[config.mk]
export PLATFORM = sky130hd
export DESIGN_NAME = voice_matcher
export DESIGN_NICKNAME = d
export VERILOG_FILES = /design/src/rtl/voice_pkg.sv /design/src/rtl/word_scorer.sv /design/src/rtl/voice_matcher.sv
export SDC_FILE = /design/constraint.sdc
export NUM_CORES = 1
export LEC_CHECK = 0
export CAP_MARGIN = 20
export CORE_AREA = 4 4 189 191
export CTS_BUF_LIST = sky130_fd_sc_hd__clkbuf_8
export DETAILED_ROUTE_END_ITERATION = 10
export DIE_AREA = 0 0 193 195
export GPL_ROUTABILITY_DRIVEN = 0
export PLACE_DENSITY = 0.81
export SYNTH_ARGS = -nofsm -noshare
export SYNTH_HDL_FRONTEND = slang
export SYNTH_SLANG_ARGS = --single-unit
[constraint.sdc]
create_clock -name clk -period 12.63 [get_ports clk]
set_clock_uncertainty 0.05 [all_clocks]
set_input_delay 2.526 -clock clk [delete_from_list [all_inputs] [get_ports clk]]
set_output_delay 2.526 -clock clk [all_outputs]
set_load 0.02 [all_outputs]
[src/rtl/voice_pkg.sv]
// Shared definitions for the voice command matcher: controller states and
// default parameter values.
package voice_pkg;

    localparam int unsigned DEF_NUM_DIRS    = 4;
    localparam int unsigned DEF_CHUNKS      = 2830;
    localparam int unsigned DEF_ADDR_W      = 12;
    localparam int unsigned DEF_SAMPLE_W    = 8;
    localparam int unsigned DEF_LANES       = 4;
    localparam int unsigned DEF_THRESH      = 3;
    localparam int unsigned DEF_DEFAULT_DIR = 1;

    typedef enum logic [2:0] {
        IDLE,
        RECORD,
        COMPARE,
        DRAIN,
        DECIDE
    } state_t;

endpackage

[src/rtl/word_scorer.sv]
// Counts the lanes of one word whose absolute difference from the matching
// template lane is within THRESH.
module word_scorer
    import voice_pkg::*;
#(
    parameter int unsigned SAMPLE_W = DEF_SAMPLE_W,
    parameter int unsigned LANES    = DEF_LANES,
    parameter int unsigned THRESH   = DEF_THRESH
) (
    input  logic [LANES*SAMPLE_W-1:0]    cap_word,
    input  logic [LANES*SAMPLE_W-1:0]    tmpl_word,
    output logic [$clog2(LANES+1)-1:0]   score
);

    localparam int unsigned DIFF_W  = SAMPLE_W + 1;
    localparam int unsigned SCORE_W = $clog2(LANES + 1);

    logic [DIFF_W-1:0] lane_a;
    logic [DIFF_W-1:0] lane_b;
    logic [DIFF_W-1:0] lane_diff;

    // One extra bit keeps the subtraction from aliasing near 0 and full scale.
    always_comb begin
        score     = '0;
        lane_a    = '0;
        lane_b    = '0;
        lane_diff = '0;
        for (int l = 0; l < int'(LANES); l++) begin
            lane_a    = {1'b0, cap_word[l*SAMPLE_W +: SAMPLE_W]};
            lane_b    = {1'b0, tmpl_word[l*SAMPLE_W +: SAMPLE_W]};
            lane_diff = (lane_a >= lane_b) ? (lane_a - lane_b) : (lane_b - lane_a);
            if (lane_diff <= DIFF_W'(THRESH)) begin
                score = score + SCORE_W'(1);
            end
        end
    end

endmodule

[src/rtl/voice_matcher.sv]
// Records one utterance into the capture RAM, scores it word by word against
// every stored template and reports the direction with the unique best tally.
module voice_matcher
    import voice_pkg::*;
#(
    parameter int unsigned NUM_DIRS    = DEF_NUM_DIRS,
    parameter int unsigned CHUNKS      = DEF_CHUNKS,
    parameter int unsigned ADDR_W      = DEF_ADDR_W,
    parameter int unsigned SAMPLE_W    = DEF_SAMPLE_W,
    parameter int unsigned LANES       = DEF_LANES,
    parameter int unsigned THRESH      = DEF_THRESH,
    parameter int unsigned DEFAULT_DIR = DEF_DEFAULT_DIR
) (
    input  logic                               clk,
    input  logic                               rst,
    input  logic                               start,
    input  logic                               compare_en,
    input  logic                               abort,
    input  logic                               smp_valid,
    input  logic [LANES*SAMPLE_W-1:0]          smp_data,
    output logic                               smp_en,
    output logic                               ram_wr,
    output logic [ADDR_W-1:0]                  ram_addr,
    output logic [LANES*SAMPLE_W-1:0]          ram_wdata,
    input  logic [LANES*SAMPLE_W-1:0]          ram_rdata,
    input  logic [NUM_DIRS*LANES*SAMPLE_W-1:0] tmpl_rdata,
    output logic                               busy,
    output logic [$clog2(NUM_DIRS)-1:0]        match,
    output logic                               match_valid,
    output logic                               match_tie
);

    localparam int unsigned WORD_W  = LANES * SAMPLE_W;
    localparam int unsigned CNT_W   = ADDR_W + 1;
    localparam int unsigned TALLY_W = $clog2(CHUNKS * LANES + 1);
    localparam int unsigned SCORE_W = $clog2(LANES + 1);
    localparam int unsigned MATCH_W = $clog2(NUM_DIRS);

    state_t              state, state_nxt;
    logic [CNT_W-1:0]    addr, addr_nxt;
    logic [ADDR_W-1:0]   ram_addr_nxt;
    logic                ram_wr_nxt;
    logic [WORD_W-1:0]   ram_wdata_nxt;
    logic                smp_en_nxt;
    logic                busy_nxt;
    logic                rd_valid, rd_valid_nxt;
    logic [MATCH_W-1:0]  match_nxt;
    logic                match_tie_nxt;
    logic                match_valid_nxt;
    logic [TALLY_W-1:0]  tally     [NUM_DIRS];
    logic [TALLY_W-1:0]  tally_nxt [NUM_DIRS];
    logic [SCORE_W-1:0]  score     [NUM_DIRS];
    logic [MATCH_W-1:0]  best_idx;
    logic [TALLY_W-1:0]  best_val;
    logic                shared;

    for (genvar g = 0; g < int'(NUM_DIRS); g++) begin : g_score
        word_scorer #(
            .SAMPLE_W (SAMPLE_W),
            .LANES    (LANES),
            .THRESH   (THRESH)
        ) u_scorer (
            .cap_word  (ram_rdata),
            .tmpl_word (tmpl_rdata[g*WORD_W +: WORD_W]),
            .score     (score[g])
        );
    end

    // Highest tally and whether any other direction reaches the same value.
    always_comb begin
        best_idx = '0;
        best_val = tally[0];
        shared   = 1'b0;
        for (int d = 1; d < int'(NUM_DIRS); d++) begin
            if (tally[d] > best_val) begin
                best_idx = MATCH_W'(d);
                best_val = tally[d];
                shared   = 1'b0;
            end else if (tally[d] == best_val) begin
                shared = 1'b1;
            end
        end
    end

    always_ff @(posedge clk or posedge rst) begin
        if (rst) begin
            state <= IDLE;
        end else begin
            state <= state_nxt;
        end
    end

    always_comb begin
        state_nxt       = state;
        addr_nxt        = addr;
        ram_addr_nxt    = ram_addr;
        ram_wr_nxt      = 1'b0;
        ram_wdata_nxt   = ram_wdata;
        rd_valid_nxt    = 1'b0;
        match_nxt       = match;
        match_tie_nxt   = match_tie;
        match_valid_nxt = 1'b0;
        tally_nxt       = tally;

        // Read data lags the issued address by one cycle.
        if (rd_valid) begin
            for (int d = 0; d < int'(NUM_DIRS); d++) begin
                tally_nxt[d] = tally[d] + TALLY_W'(score[d]);
            end
        end

        case (state)
            IDLE: begin
                if (start) begin
                    addr_nxt  = '0;
                    state_nxt = RECORD;
                    for (int d = 0; d < int'(NUM_DIRS); d++) tally_nxt[d] = '0;
                end
            end
            RECORD: begin
                if (addr == CNT_W'(CHUNKS)) begin
                    addr_nxt  = '0;
                    state_nxt = compare_en ? COMPARE : IDLE;
                end else if (smp_valid) begin
                    ram_wr_nxt    = 1'b1;
                    ram_wdata_nxt = smp_data;
                    ram_addr_nxt  = addr[ADDR_W-1:0];
                    addr_nxt      = addr + CNT_W'(1);
                end
            end
            COMPARE: begin
                rd_valid_nxt = 1'b1;
                addr_nxt     = addr + CNT_W'(1);
                if (addr == CNT_W'(CHUNKS - 1)) begin
                    addr_nxt  = '0;
                    state_nxt = DRAIN;
                end
            end
            DRAIN: begin
                state_nxt = DECIDE;
            end
            DECIDE: begin
                match_valid_nxt = 1'b1;
                if (shared || (best_val == '0)) begin
                    match_nxt     = MATCH_W'(DEFAULT_DIR);
                    match_tie_nxt = 1'b1;
                end else begin
                    match_nxt     = best_idx;
                    match_tie_nxt = 1'b0;
                end
                state_nxt = IDLE;
            end
            default: begin
                state_nxt = IDLE;
            end
        endcase

        if (abort) begin
            state_nxt       = IDLE;
            addr_nxt        = '0;
            ram_wr_nxt      = 1'b0;
            rd_valid_nxt    = 1'b0;
            match_nxt       = match;
            match_tie_nxt   = match_tie;
            match_valid_nxt = 1'b0;
            for (int d = 0; d < int'(NUM_DIRS); d++) tally_nxt[d] = '0;
        end

        // Outside a write, the RAM address simply follows the counter.
        if (!ram_wr_nxt) begin
            ram_addr_nxt = addr_nxt[ADDR_W-1:0];
        end
        smp_en_nxt = (state_nxt == RECORD) && (addr_nxt < CNT_W'(CHUNKS));
        busy_nxt   = (state_nxt != IDLE);
    end

    always_ff @(posedge clk or posedge rst) begin
        if (rst) begin
            addr        <= '0;
            ram_addr    <= '0;
            ram_wr      <= 1'b0;
            ram_wdata   <= '0;
            smp_en      <= 1'b0;
            busy        <= 1'b0;
            rd_valid    <= 1'b0;
            match       <= MATCH_W'(DEFAULT_DIR);
            match_tie   <= 1'b0;
            match_valid <= 1'b0;
            for (int d = 0; d < int'(NUM_DIRS); d++) tally[d] <= '0;
        end else begin
            addr        <= addr_nxt;
            ram_addr    <= ram_addr_nxt;
            ram_wr      <= ram_wr_nxt;
            ram_wdata   <= ram_wdata_nxt;
            smp_en      <= smp_en_nxt;
            busy        <= busy_nxt;
            rd_valid    <= rd_valid_nxt;
            match       <= match_nxt;
            match_tie   <= match_tie_nxt;
            match_valid <= match_valid_nxt;
            for (int d = 0; d < int'(NUM_DIRS); d++) tally[d] <= tally_nxt[d];
        end
    end

endmodule

=== Word-level counts from Yosys, hierarchy flattened ===
Index checks and enable logic that the tools add are counted.

* Output and inout port bits: 51
* Input port bits: 198
* Word-level logic and storage cells: 197
* Flip-flop bits (word level): 124

* Order comparisons: 36
* Muxes and demuxes: 74
* Reductions and logical operators: 8
* Bitwise gates (word level): 2
* Add/sub/neg operators: 49
* Equality and inequality tests: 13

{| class="wikitable"
|+ Operator list
! operator !! count
|-
| $sub A8 B8 Y9 || 32
|-
| $mux W56 || 4
|-
| $le A9 B2 Y1 const B || 16
|-
| $mux W9 || 16
|-
| $ge A8 B8 Y1 || 16
|-
| $mux W13 || 5
|-
| $add A14 B3 Y14 || 4
|-
| $mux W12 || 4
|-
| $mux W3 || 16
|-
| $eq A14 B14 Y1 || 3
|-
| $gt A14 B14 Y1 || 3
|-
| $mux W14 || 3
|-
| $pmux W13 S3 || 1
|-
| $eq A13 B12 Y1 const B || 2
|-
| $add A3 B1 Y3 const B || 8
|-
| $mux W1 || 20
|-
| $logic_not A14 Y1 || 1
|-
| $add A13 B1 Y13 const B || 1
|-
| $lt A13 B12 Y1 const B || 1
|-
| $pmux W3 S4 || 1
|-
| $add A1 B1 Y2 const B || 4
|-
| $mux W2 || 4
|-
| $eq A3 B1 Y1 const B || 2
|-
| $eq A3 B2 Y1 const B || 2
|-
| 10 further kinds || 13
|}

=== Longest topological paths before layout ===
Gate-level depths: netlist of run 1.

* Depth in word-level cells: 15
* Depth in mapped cells: 33

=== Cells and area by module ===
A second synthesis of run 1 with hierarchy kept.

* Cells, all modules: 2663
* Area total of the unflattened synthesis: 20304.5 sq um

{| class="wikitable"
|+ By module, submodules not included
! module !! times used !! area an instance (sq um) !! seq. area each (sq um) !! cells an instance
|-
| voice_matcher || 1 || 7483.4 || 3104.2 || 843
|-
| word_scorer (g_score[1].u_scorer ...) || 2 || 3086.7 || 0.0 || 440
|-
| word_scorer (g_score[3].u_scorer) || 1 || 3400.8 || 0.0 || 483
|-
| word_scorer (g_score[0].u_scorer) || 1 || 3246.9 || 0.0 || 457
|}

=== Least setup slack after synthesis of run 1 ===
Ideal clock, no wire load.

* Path kind: input -> register
* From: input ram_rdata[1]
* To: register tally[55] (netlist name)
* Path buffers: 0
* Stages: 24
* Library setup time: 78 ps
* Slack: 4801 ps
* Arrival time: 7701 ps
* Required time: 12502 ps
* Cell sequence: inv_1 > ha_1 > nor2b_1 > o21ai_0 > a21oi_1 > o21a_1 > o41a_1 > nor2_1 > mux4_2 > a311oi_1 > o211ai_1 > or3_1 > ha_1 > mux2i_1 > ha_1 > mux2_2 > ha_1 > a21o_1 > a21oi_1 > nor2b_1 > and2_1 > nand2_1 > or3_1 > a21oi_1

{| class="wikitable"
|+ RTL lines
! item !! line !! text
|-
| from (decl) || voice_matcher.sv:25 || <nowiki>input logic [LANES*SAMPLE_W-1:0] ram_rdata,</nowiki>
|-
| to (decl) || voice_matcher.sv:50 || <nowiki>logic [TALLY_W-1:0] tally [NUM_DIRS];</nowiki>
|}

==> results of run 1 <==
[metrics by stage]
stage	utilization [%]	hold slack [ns]	std cells	area [um^2]	worst slack [ns]
4_1_cts	65.86	0.4312	3103	22470	3.643
2_1_floorplan	-	0.4188	2425	19220	4.801
6_report	65.86	0.4255	3103	22470	3.583
5_1_grt	65.86	0.4570	3103	22470	3.097
3_3_place_gp	64.71	0.4067	3071	22080	3.399
3_5_place_dp	64.71	0.4107	3071	22080	3.209
[state kept, by name (all words and copies together) (netlist names)]
name,count
addr,13
busy,1
match,2
match_tie,1
match_valid,1
ram_addr,12
ram_wdata,32
ram_wr,1
rd_valid,1
smp_en,1
state,3
tally,56
[layout by cell type, fill, tap and decap left out, types with 18 or more instances in the layout]
cell type / n
a211oi_1: 26
a21o_1: 40
a21oi_1: 150
a31oi_1: 26
and3_1: 18
clkbuf_8: 18
clkdlybuf4s50_1: 248
dfrtp_1: 123
fa_1: 36
ha_1: 324
inv_1: 302
mux2_2: 31
mux2i_1: 96
nand2_1: 246
nand2b_1: 22
nand3_1: 44
nand4_1: 44
nor2_1: 169
nor2b_1: 37
nor3_1: 35
nor4_1: 31
o211ai_1: 22
o21a_1: 31
o21ai_0: 122
or3_1: 21
xnor2_1: 77
xor2_1: 28
[cell type report]
type	instances	share of cell area, %
multi-input cells	1933	65.52
flip-flops and latches	124	13.81
repair buffers	256	11.31
inverters	303	5.073
well taps	455	2.534
clock buffers	18	1.103
clock inverters	14	0.6403
[per-layer routing]
layer / GRT usage (%) / vias to the layer above
met5: 0 / -
met4: 9.310 / 0
li1: - / 8924
met1: 33.43 / 8793
met2: 48.40 / 776
met3: 3.075 / 155
[path summary, 6_finish.rpt]
path                                from             to  depth (start not counted)
max in group asynchronous            rst      tally[33]                          3
min in group asynchronous            rst  ram_wdata[17]                          2
min                        ram_wdata[29]  ram_wdata[29]                          2
max reg2reg                    tally[37]       match[1]                         24
max                         ram_rdata[1]      tally[55]                         25
min reg2reg                ram_wdata[29]  ram_wdata[29]                          2
[power by group]
group | total, mW | internal [mW] | switching [mW]
logic | 0.736 | 0.325 | 0.411
clock network | 0.351 | 0.180 | 0.171
registers | 0.426 | 0.416 | 0.0101
[logic make-up after synthesis]
family,Yosys count,share of synthesized area [%]
AOI/OAI and AO/OA,589,20.60
and+or+nand+nor,748,19.14
adders and majority gates,360,24.84
buffers and inverters,368,7.284
muxes,130,7.088
DFF,124,16.15
xor gates and xnor gates,106,4.908
[worst reg2reg max path: cells and delay by family (launching register included)]
kind / cells / cell delay [ns]
and+or+nand+nor: 8 / 3.02
DFF: 1 / 0.50
adders and majority gates: 3 / 0.96
muxes: 2 / 0.76
AOI/OAI and AO/OA: 11 / 2.60
==> metrics.md, run 1 <==
| Metric | Value |
|---|---|
| Sum of routed wire segments on met1 | `21.76 mm` |
| Count of flip-flops with a built-in enable after synthesis | `0` |
| Post-Route WL | `53.09 mm` |
| Library cells used by synthesis | `100` |
| Register-to-register path setup slack | `4.69 ns` |
| Clock tree sinks | `124` |
| Final total negative setup slack | `0 ns` |
| Worst-Margin Slew | `1.035 ns` |
| Path category of the worst min-delay check | `reg2reg` |
| I/O Pins | `249` |
| Delay of the slowest critical-path stage | `0.82 ns` |
| Clock edge transition at the registers on the reported setup and hold paths | `0.08 ns` |
| Maximum resistive drop on vdd | `0.07157 mV` |
| Required arrival time at the worst endpoint | `12.95 ns` |
| Synth cell count leaders | `324 x ha_1, 303 x inv_1, 246 x nand2_1, 169 x nor2_1, 150 x a21oi_1` |
| Count of nets after finishing | `3193` |
| Vias in the first global route | `18420` |
| First-iteration detailed-routing DRC count | `1216` |
| Die X-Extent | `193 um` |
| Number of max-capacitance violations reported | `0` |
| Number of slew-limit violations in the final report | `0` |
| Max Clock Freq | `110.5 MHz` |
| Largest driver fanout on the critical path | `9` |
| HPWL after detailed placement | `42.41 mm` |
| Final critical-path required period | `9.047 ns` |
| Maximum buffer depth of the clock tree | `2` |
| Worst slew slack as a fraction of its limit | `30.99%` |
| Areal power density over the cells | `67.28 nW/um^2` |
| Leakage power | `10.68 nW` |
| Clock latency of the later-clocked register in the worst-skew pair | `0.45 ns` |
| Yosys warns | `0` |
| Unrepaired setup endpoints after global routing | `false` |
| Power after layout | `1.512 mW` |
| Start-to-end type of the worst setup path | `in2reg` |
| Via count | `18650` |
| Fraction of synthesis flops using an asynchronous set or reset pin | `100.0%` |
| Pin count of the biggest net entering global routing | `64` |
| DRC violation count after routing | `0` |
| First-pass GRT wire length | `86.17 mm` |
| Quantity of gates resized following cts | `0` |
| Overflow after GRT | `0` |
| Via-per-instance ratio | `6.010` |
| Wire length on met3 | `3.310 mm` |
| Most instantiated library cell after synthesis | `ha_1` |
| First-pass detailed-route iteration total | `5` |
| Final count of negative-setup-slack endpoints | `0` |
| Most used DFF post-synth | `dfrtp_1` |
| I/O Buffers | `248` |
| Nets in the synthesized netlist | `2983` |
| Endpoint class of the critical path | `flop` |
| Kind of start point of the critical path | `primary input` |
| Final number of hold-violating endpoints | `0` |
| Share of final-layout standard cells stronger than drive strength 1 | `4.418%` |
| Cts hold-fix bufs | `0` |
| Synthesized area divided by synthesized cell count | `7.927 um^2` |
| Flip-flop and latch count after synthesis | `124` |
| Buffer count from post-CTS setup fixing | `0` |
| Cell count after synthesis | `2425` |
| Count of antenna-violating nets left after detailed routing | `0` |
| Top cell type's share of synthesized area | `21.09%` |
| Data arrival, critical path | `9.36 ns` |
| Combined global-route utilization of all metal layers | `27.01%` |
| H-tree levels | `4` |
| Site Rows | `68` |
| Clock root cell | `clkbuf_8` |
| Core outline area | `34120 um^2` |
| Area growth from synthesis to layout | `16.90%` |
| Overall die area | `37640 um^2` |
| Slowest cell on crit path | `clkdlybuf4s50_1` |
| Leading area contributor after synthesis | `ha_1` |
| Length of routed met2 wiring | `26.31 mm` |
| Antenna violations before repair | `0` |
| Count of buffer and inverter cells on the critical path | `2` |
| Leading cell types by total area after synthesis | `ha_1 21%, dfrtp_1 16%, inv_1 5.9%` |
| Synthesized cell area | `19220 um^2` |
| Inserted Diodes | `0` |
| Fillers | `2781` |
| Fraction of the yosys area taken by sequential cells | `16.15%` |
| Tcrit/Tclk final | `71.63%` |
| Status | `completed` |
| Initial core utilization | `56.34%` |
| Top delay family on crit path | `compound AO/OA/AOI/OAI gates` |
| Most Frequent Cell on Critical Path | `ha_1` |
| Wire length per cell after detailed routing | `17.11 um` |
| Highest metal layer with signal wires | `met4` |
| TritonCTS clock tree | `yes` |
| CTS Buf Count | `17` |
| Area taken by multi-input logic gates | `14720 um^2` |
| FF+latch area | `3104 um^2` |
| Die height | `195 um` |
No activity file was read; power rests on OpenSTA's default activity.
==> run 2: changes to the inputs <==
--- a/config.mk
+++ b/config.mk
@@ -6,12 +6,12 @@
 export NUM_CORES = 1
 export LEC_CHECK = 0
 export CAP_MARGIN = 20
-export CORE_AREA = 4 4 189 191
+export CORE_AREA = 4 4 196 198
 export CTS_BUF_LIST = sky130_fd_sc_hd__clkbuf_8
 export DETAILED_ROUTE_END_ITERATION = 10
-export DIE_AREA = 0 0 193 195
+export DIE_AREA = 0 0 200 202
 export GPL_ROUTABILITY_DRIVEN = 0
-export PLACE_DENSITY = 0.81
+export PLACE_DENSITY = 0.79
 export SYNTH_ARGS = -nofsm -noshare
 export SYNTH_HDL_FRONTEND = slang
 export SYNTH_SLANG_ARGS = --single-unit
==> constraint.sdc (replaced) <==
create_clock -name clk -period 7.6 [get_ports clk]
set_clock_uncertainty 0.05 [all_clocks]
set_input_delay 1.52 -clock clk [delete_from_list [all_inputs] [get_ports clk]]
set_output_delay 1.52 -clock clk [all_outputs]
set_load 0.02 [all_outputs]
==> run 2 against run 1 <==
  * Sequential share of layout area decreased by 0.33 points
  * First-iteration DRC count shrank 1.6%
  * Register-to-register slack got worse by 4.1 ns
  * Clock power is 77% higher
  * Final area rose by 2.5%
  * Combinational power increased by 71%
  * Sequential power grew 66%
  * Worst setup slack lost 3.2 ns
  * Die area grew 7.3%
  * Hold slack improved by 0.0044 ns
  * Final cell count grew 2.4%
  * Non-clock buffer count increased by 61
==> metrics.md, run 2 (synthesized netlist as in run 1, its figures left out) <==
| Metric | Value |
|---|---|
| Post-Route WL | `54.49 mm` |
| I/O Pins | `249` |
| Most frequent cells in the layout | `324 x ha_1, 302 x inv_1, 248 x clkdlybuf4s50_1, 246 x nand2_1, 168 x nor2_1` |
| Final instance area | `23030 um^2` |
| Count of nets after finishing | `3254` |
| Final critical-path required period | `7.197 ns` |
| Initial core utilization | `52.63%` |
| Launch point of the worst path | `ram_rdata[1]` |
| Maximum resistive drop on vdd | `0.09498 mV` |
| Die X-Extent | `200 um` |
| Leakage power | `10.99 nW` |
| Pre-CTS setup slack | `-0.06691 ns` |
| Required arrival time at the worst endpoint | `7.91 ns` |
| Overall die area | `40400 um^2` |
| Slowest cell on crit path | `clkdlybuf4s50_1` |
| Clock root cell | `clkbuf_8` |
| Count of antenna-violating nets left after detailed routing | `0` |
| Most common cell after layout, fill and taps aside | `ha_1` |
| Site Rows | `70` |
| TritonCTS clock tree | `yes` |
| Register-to-register path setup slack | `0.57 ns` |
| Largest driver fanout on the critical path | `8` |
| Clock tree sinks | `124` |
| Number of max-capacitance violations reported | `0` |
| Register with the most flip-flops | `tally` |
| DRC violation count after routing | `0` |
| First-pass detailed-route iteration total | `6` |
| Wire length per cell after detailed routing | `17.15 um` |
| H-tree levels | `4` |
| CTS Buf Count | `17` |
| Clock latency of the later-clocked register in the worst-skew pair | `0.45 ns` |
| Inst Count DP | `3143` |
| Hold Startpoint | `ram_wdata[6]` |
| Combined global-route utilization of all metal layers | `25.98%` |
| Inserted Diodes | `0` |
| Delay of the slowest critical-path stage | `0.51 ns` |
| Non-filler cells, final | `3177` |
| Overflow after GRT | `0` |
| Final number of hold-violating endpoints | `0` |
| Clock edge transition at the registers on the reported setup and hold paths | `0.08 ns` |
| Core outline area | `36520 um^2` |
| First-pass GRT wire length | `88.91 mm` |
| Largest registers | `tally x56, ram_wdata x32, addr x13` |
| Final worst setup slack | `0.4027 ns` |
| Area after DPL | `22550 um^2` |
| Worst slew slack as a fraction of its limit | `34.63%` |
| Antenna violations before repair | `0` |
| Kind of start point of the critical path | `primary input` |
| Maximum buffer depth of the clock tree | `2` |
| Share of final-layout standard cells stronger than drive strength 1 | `6.829%` |
| Die height | `202 um` |
| Worst hold stages | `2` |
| Status | `completed` |
| Areal power density over the cells | `112.2 nW/um^2` |
| First-iteration detailed-routing DRC count | `1196` |
| Path category of the worst min-delay check | `reg2reg` |
| Final total negative setup slack | `0 ns` |
| Pin count of the biggest net entering global routing | `81` |
| I/O Buffers | `248` |
| HPWL after detailed placement | `43.84 mm` |
| Via count | `18790` |
| Cells on worst reg2reg path | `28` |
| Start-to-end type of the worst setup path | `in2reg` |
| Worst-Margin Slew | `0.9716 ns` |
| Area growth from synthesis to layout | `19.80%` |
| Via-per-instance ratio | `5.913` |
| Data arrival, critical path | `7.51 ns` |
| Most Frequent Cell on Critical Path | `ha_1` |
| Max reg flops | `56` |
| Vias in the first global route | `18560` |
| Endpoint class of the critical path | `flop` |
| Tcrit/Tclk final | `94.70%` |
| R2r startpoint | `tally[45]` |
| Final count of negative-setup-slack endpoints | `0` |
| Number of slew-limit violations in the final report | `0` |
| Max Clock Freq | `138.9 MHz` |
-- run 2: changes by cell type in the layout (fill, tap and decap cells not counted), sizes merged --
cell / delta
inv: +7
clkinv: -2
clkinvlp: -4
buf: +61
clkbuf: -1
-- run 2: cell type report --
| cell class | instances | area (um^2) |
|---|---|---|
| multi-input cells | 1933 | 14760 |
| fillers | 3085 | 13490 |
| flip-flops and latches | 124 | 3104 |
| repair buffers | 317 | 3033 |
| inverters | 303 | 1140 |
| well taps | 468 | 585.6 |
| clock buffers | 17 | 234.0 |
| clock inverters | 15 | 176.4 |
-- run 2: through the flow --
stage	util [%]	hold slack (ns)	power [mW]
floorplan	-	0.4188	1.531
global placement	61.69	0.4060	1.912
detailed placement	61.74	0.4109	1.952
CTS	62.87	0.4316	2.576
global route	63.05	0.4510	2.745
finish	63.05	0.4299	2.584
-- run 2: power by group --
part | internal (mW) | total [mW] | switching [mW]
logic | 0.567 | 1.26 | 0.689
registers | 0.690 | 0.708 | 0.0173
clock network | 0.304 | 0.620 | 0.315
-- run 2: critical path: cells and delay by family --
family	cells	cell delay, ns
AO/OA/AOI/OAI	10	2.06
adder cells (fa/ha/maj)	4	1.37
buffers and inverters	4	1.10
AND/OR/NAND/NOR	5	1.10
XOR/XNOR	2	0.34
-- run 2: repair_timing --
item,4_1_cts,5_1_grt
endpoints found under the setup margin,0,9
hold buffers,0,0
gates resized for setup,0,8
buffers inserted,0,1
-- run 2: layer usage --
| metal | track usage (%) | up-vias | share of wire (%) |
|---|---|---|---|
| li1 | - | 9039 | - |
| met1 | 32.99 | 8882 | 42 |
| met2 | 46.10 | 751 | 50 |
| met3 | 2.717 | 114 | 6.1 |
| met4 | 8.030 | 0 | 2.8 |
| met5 | 0 | - | 0 |
-- run 2: final timing paths --
kind / to
setup / recovery: tally[6]
max in group asynchronous: match[0]
setup reg to reg: match[1]
min in group asynchronous: ram_wdata[24]
hold / removal: ram_wdata[6]
hold reg to reg: ram_wdata[6]
==> RTL edit (config.mk and constraints of run 2) <==
The 5 states of `state_t` get a one-hot encoding in 5 bits.
--- a/src/rtl/voice_pkg.sv
+++ b/src/rtl/voice_pkg.sv
@@ -12,8 +12,8 @@
 
-    typedef enum logic [2:0] {
-        IDLE,
-        RECORD,
-        COMPARE,
-        DRAIN,
-        DECIDE
+    typedef enum logic [4:0] {
+        IDLE    = 5'b00001,
+        RECORD  = 5'b00010,
+        COMPARE = 5'b00100,
+        DRAIN   = 5'b01000,
+        DECIDE  = 5'b10000
     } state_t;
Check against the original RTL: no difference found for any inputs over 10 cycles, from zero or initial values and one cycle with rst high; not proved beyond that.
==> RTL edit against run 2 <==
  * Combinational power rose by 14%
  * Synthesized cell count fell by 1.2%
  * Total power rose by 9.8%
  * Worst hold slack improved by 0.98 ps
  * Worst setup slack got worse by 17 ps
  * Sequential share of layout area rose by 0.25 points
  * Sequential cell count rose by 2
  * Synthesized area fell by 0.46%
  * Via count rose by 0.29%
  * Wire length rose by 1.5%
  * Design area fell by 0.19%
  * Global-route usage rose by 0.22 points
==> RTL edit: results (changes against run 2) <==
Synth
  – Syn nets: 2,955 (was 2,983)
  – Post-Syn Area per Cell: 7.98 sq um (was 7.93 sq um)
  – Post-synthesis sequential area ratio: 16.5% (was 16.1%)
  – Cell variety after synth: 98 (was 100)
  – Largest cells by area after synthesis: ha_1, dfrtp_1, inv_1, nand2_1, mux2i_1 (was ha_1, dfrtp_1, inv_1, mux2i_1, nand2_1)

Final layout
  – Final-layout fill cell count: 3,103 (was 3,085)
  – Layout overhead on the synthesized area: 20.1% (was 19.8%)
  – Flip-flop and latch count: 126 (was 124)
  – Inverter count: 317 (was 303)
  – Multi-input combinational area share: 63.5% (was 64.1%)
  – Multi-Input Combinational: 1,899 (was 1,933)
  – Register area: 3160 sq um (was 3100 sq um)
  – Layout cells sized above 1: 7.01% (was 6.83%)

STA
  – Hold Slack: 431 ps (was 430 ps)
  – Fmax: 139 MHz (about the same)

Critical path
  – R2r setup slk: 920 ps (was 570 ps)
  – Max FO, Critical Path: 13 (was 8)
  – R2R Path Start: tally[49]$_DFF_PP0_ (was tally[45]$_DFF_PP0_)
  – Beginning of the critical path: ram_rdata[9] (was ram_rdata[1])
  – Arr. time, crit path: 7540 ps (was 7510 ps)
  – Setup crit end: tally[53]$_DFF_PP0_ (was tally[6]$_DFF_PP0_)

Place
  – Placed Cells: 3,131 (was 3,143)
  – Dpl ws: -63.4 ps (was -66.9 ps)
  – Placed inst area: 22,500 sq um (was 22,600 sq um)
  – Dpl hpwl: 43,900 microns (was 43,800 microns)

Global route
  – First-pass GRT wire length: 89,700 microns (was 88,900 microns)
  – Vias in the first global route: 18.8k (was 18.6k)

Power
  – Leakage power: 10.9 nW (was 11.0 nW)
  – VDD IR max: 0.000179 V (was 0.0000950 V)
  – Internal power: 1.70 mW (was 1.56 mW)
  – Sequential power share: 27.8% (was 27.4%)
  – Pwr Density: 123 nW/um^2 (was 112 nW/um^2)

Worst hold path
  – Min-delay src: ram_wdata[26]$_DFFE_PP0P_ (was ram_wdata[6]$_DFFE_PP0P_)
  – Hold Path End: ram_wdata[26]$_DFFE_PP0P_ (was ram_wdata[6]$_DFFE_PP0P_)

Status
  – Status: finished, final reports clean (unchanged)

Routing
  – Iter 0 DRT Violations: 1,414 (was 1,196)
==> RTL edit: routing by layer <==
layer	vias up	track usage (%)	routed length, microns
met4	0	6.87	1270
met5	-	0	0
met1	8896	34.1	23400
li1	9050	-	-
met3	110	4.45	4250
met2	785	44.9	26300
==> RTL edit: worst max-delay path, cell delays in order <==
cell	delay (ps)
clkdlybuf4s50_1	500
inv_1	70
ha_1	330
nor2b_1	150
o21ai_0	200
a21oi_1	140
o41ai_2	280
buf_4	250
mux2_2	370
a311oi_1	500
nor3_1	100
a21o_1	170
a22o_1	180
and3_1	160
ha_1	310
xor2_1	280
ha_1	300
mux2_2	270
ha_1	270
a21o_1	100
a21oi_1	60
nor2b_1	150
and3_1	270
nand2_1	120
or3_1	330
a21oi_1	150
==> RTL edit: cells by family after synthesis <==
family	share of synthesized area, %
xor+xnor	4.26
compound gates	21.0
simple gates	19.1
fa+ha+maj	25.0
buf+inv	7.40
flops	16.5
mux	6.83
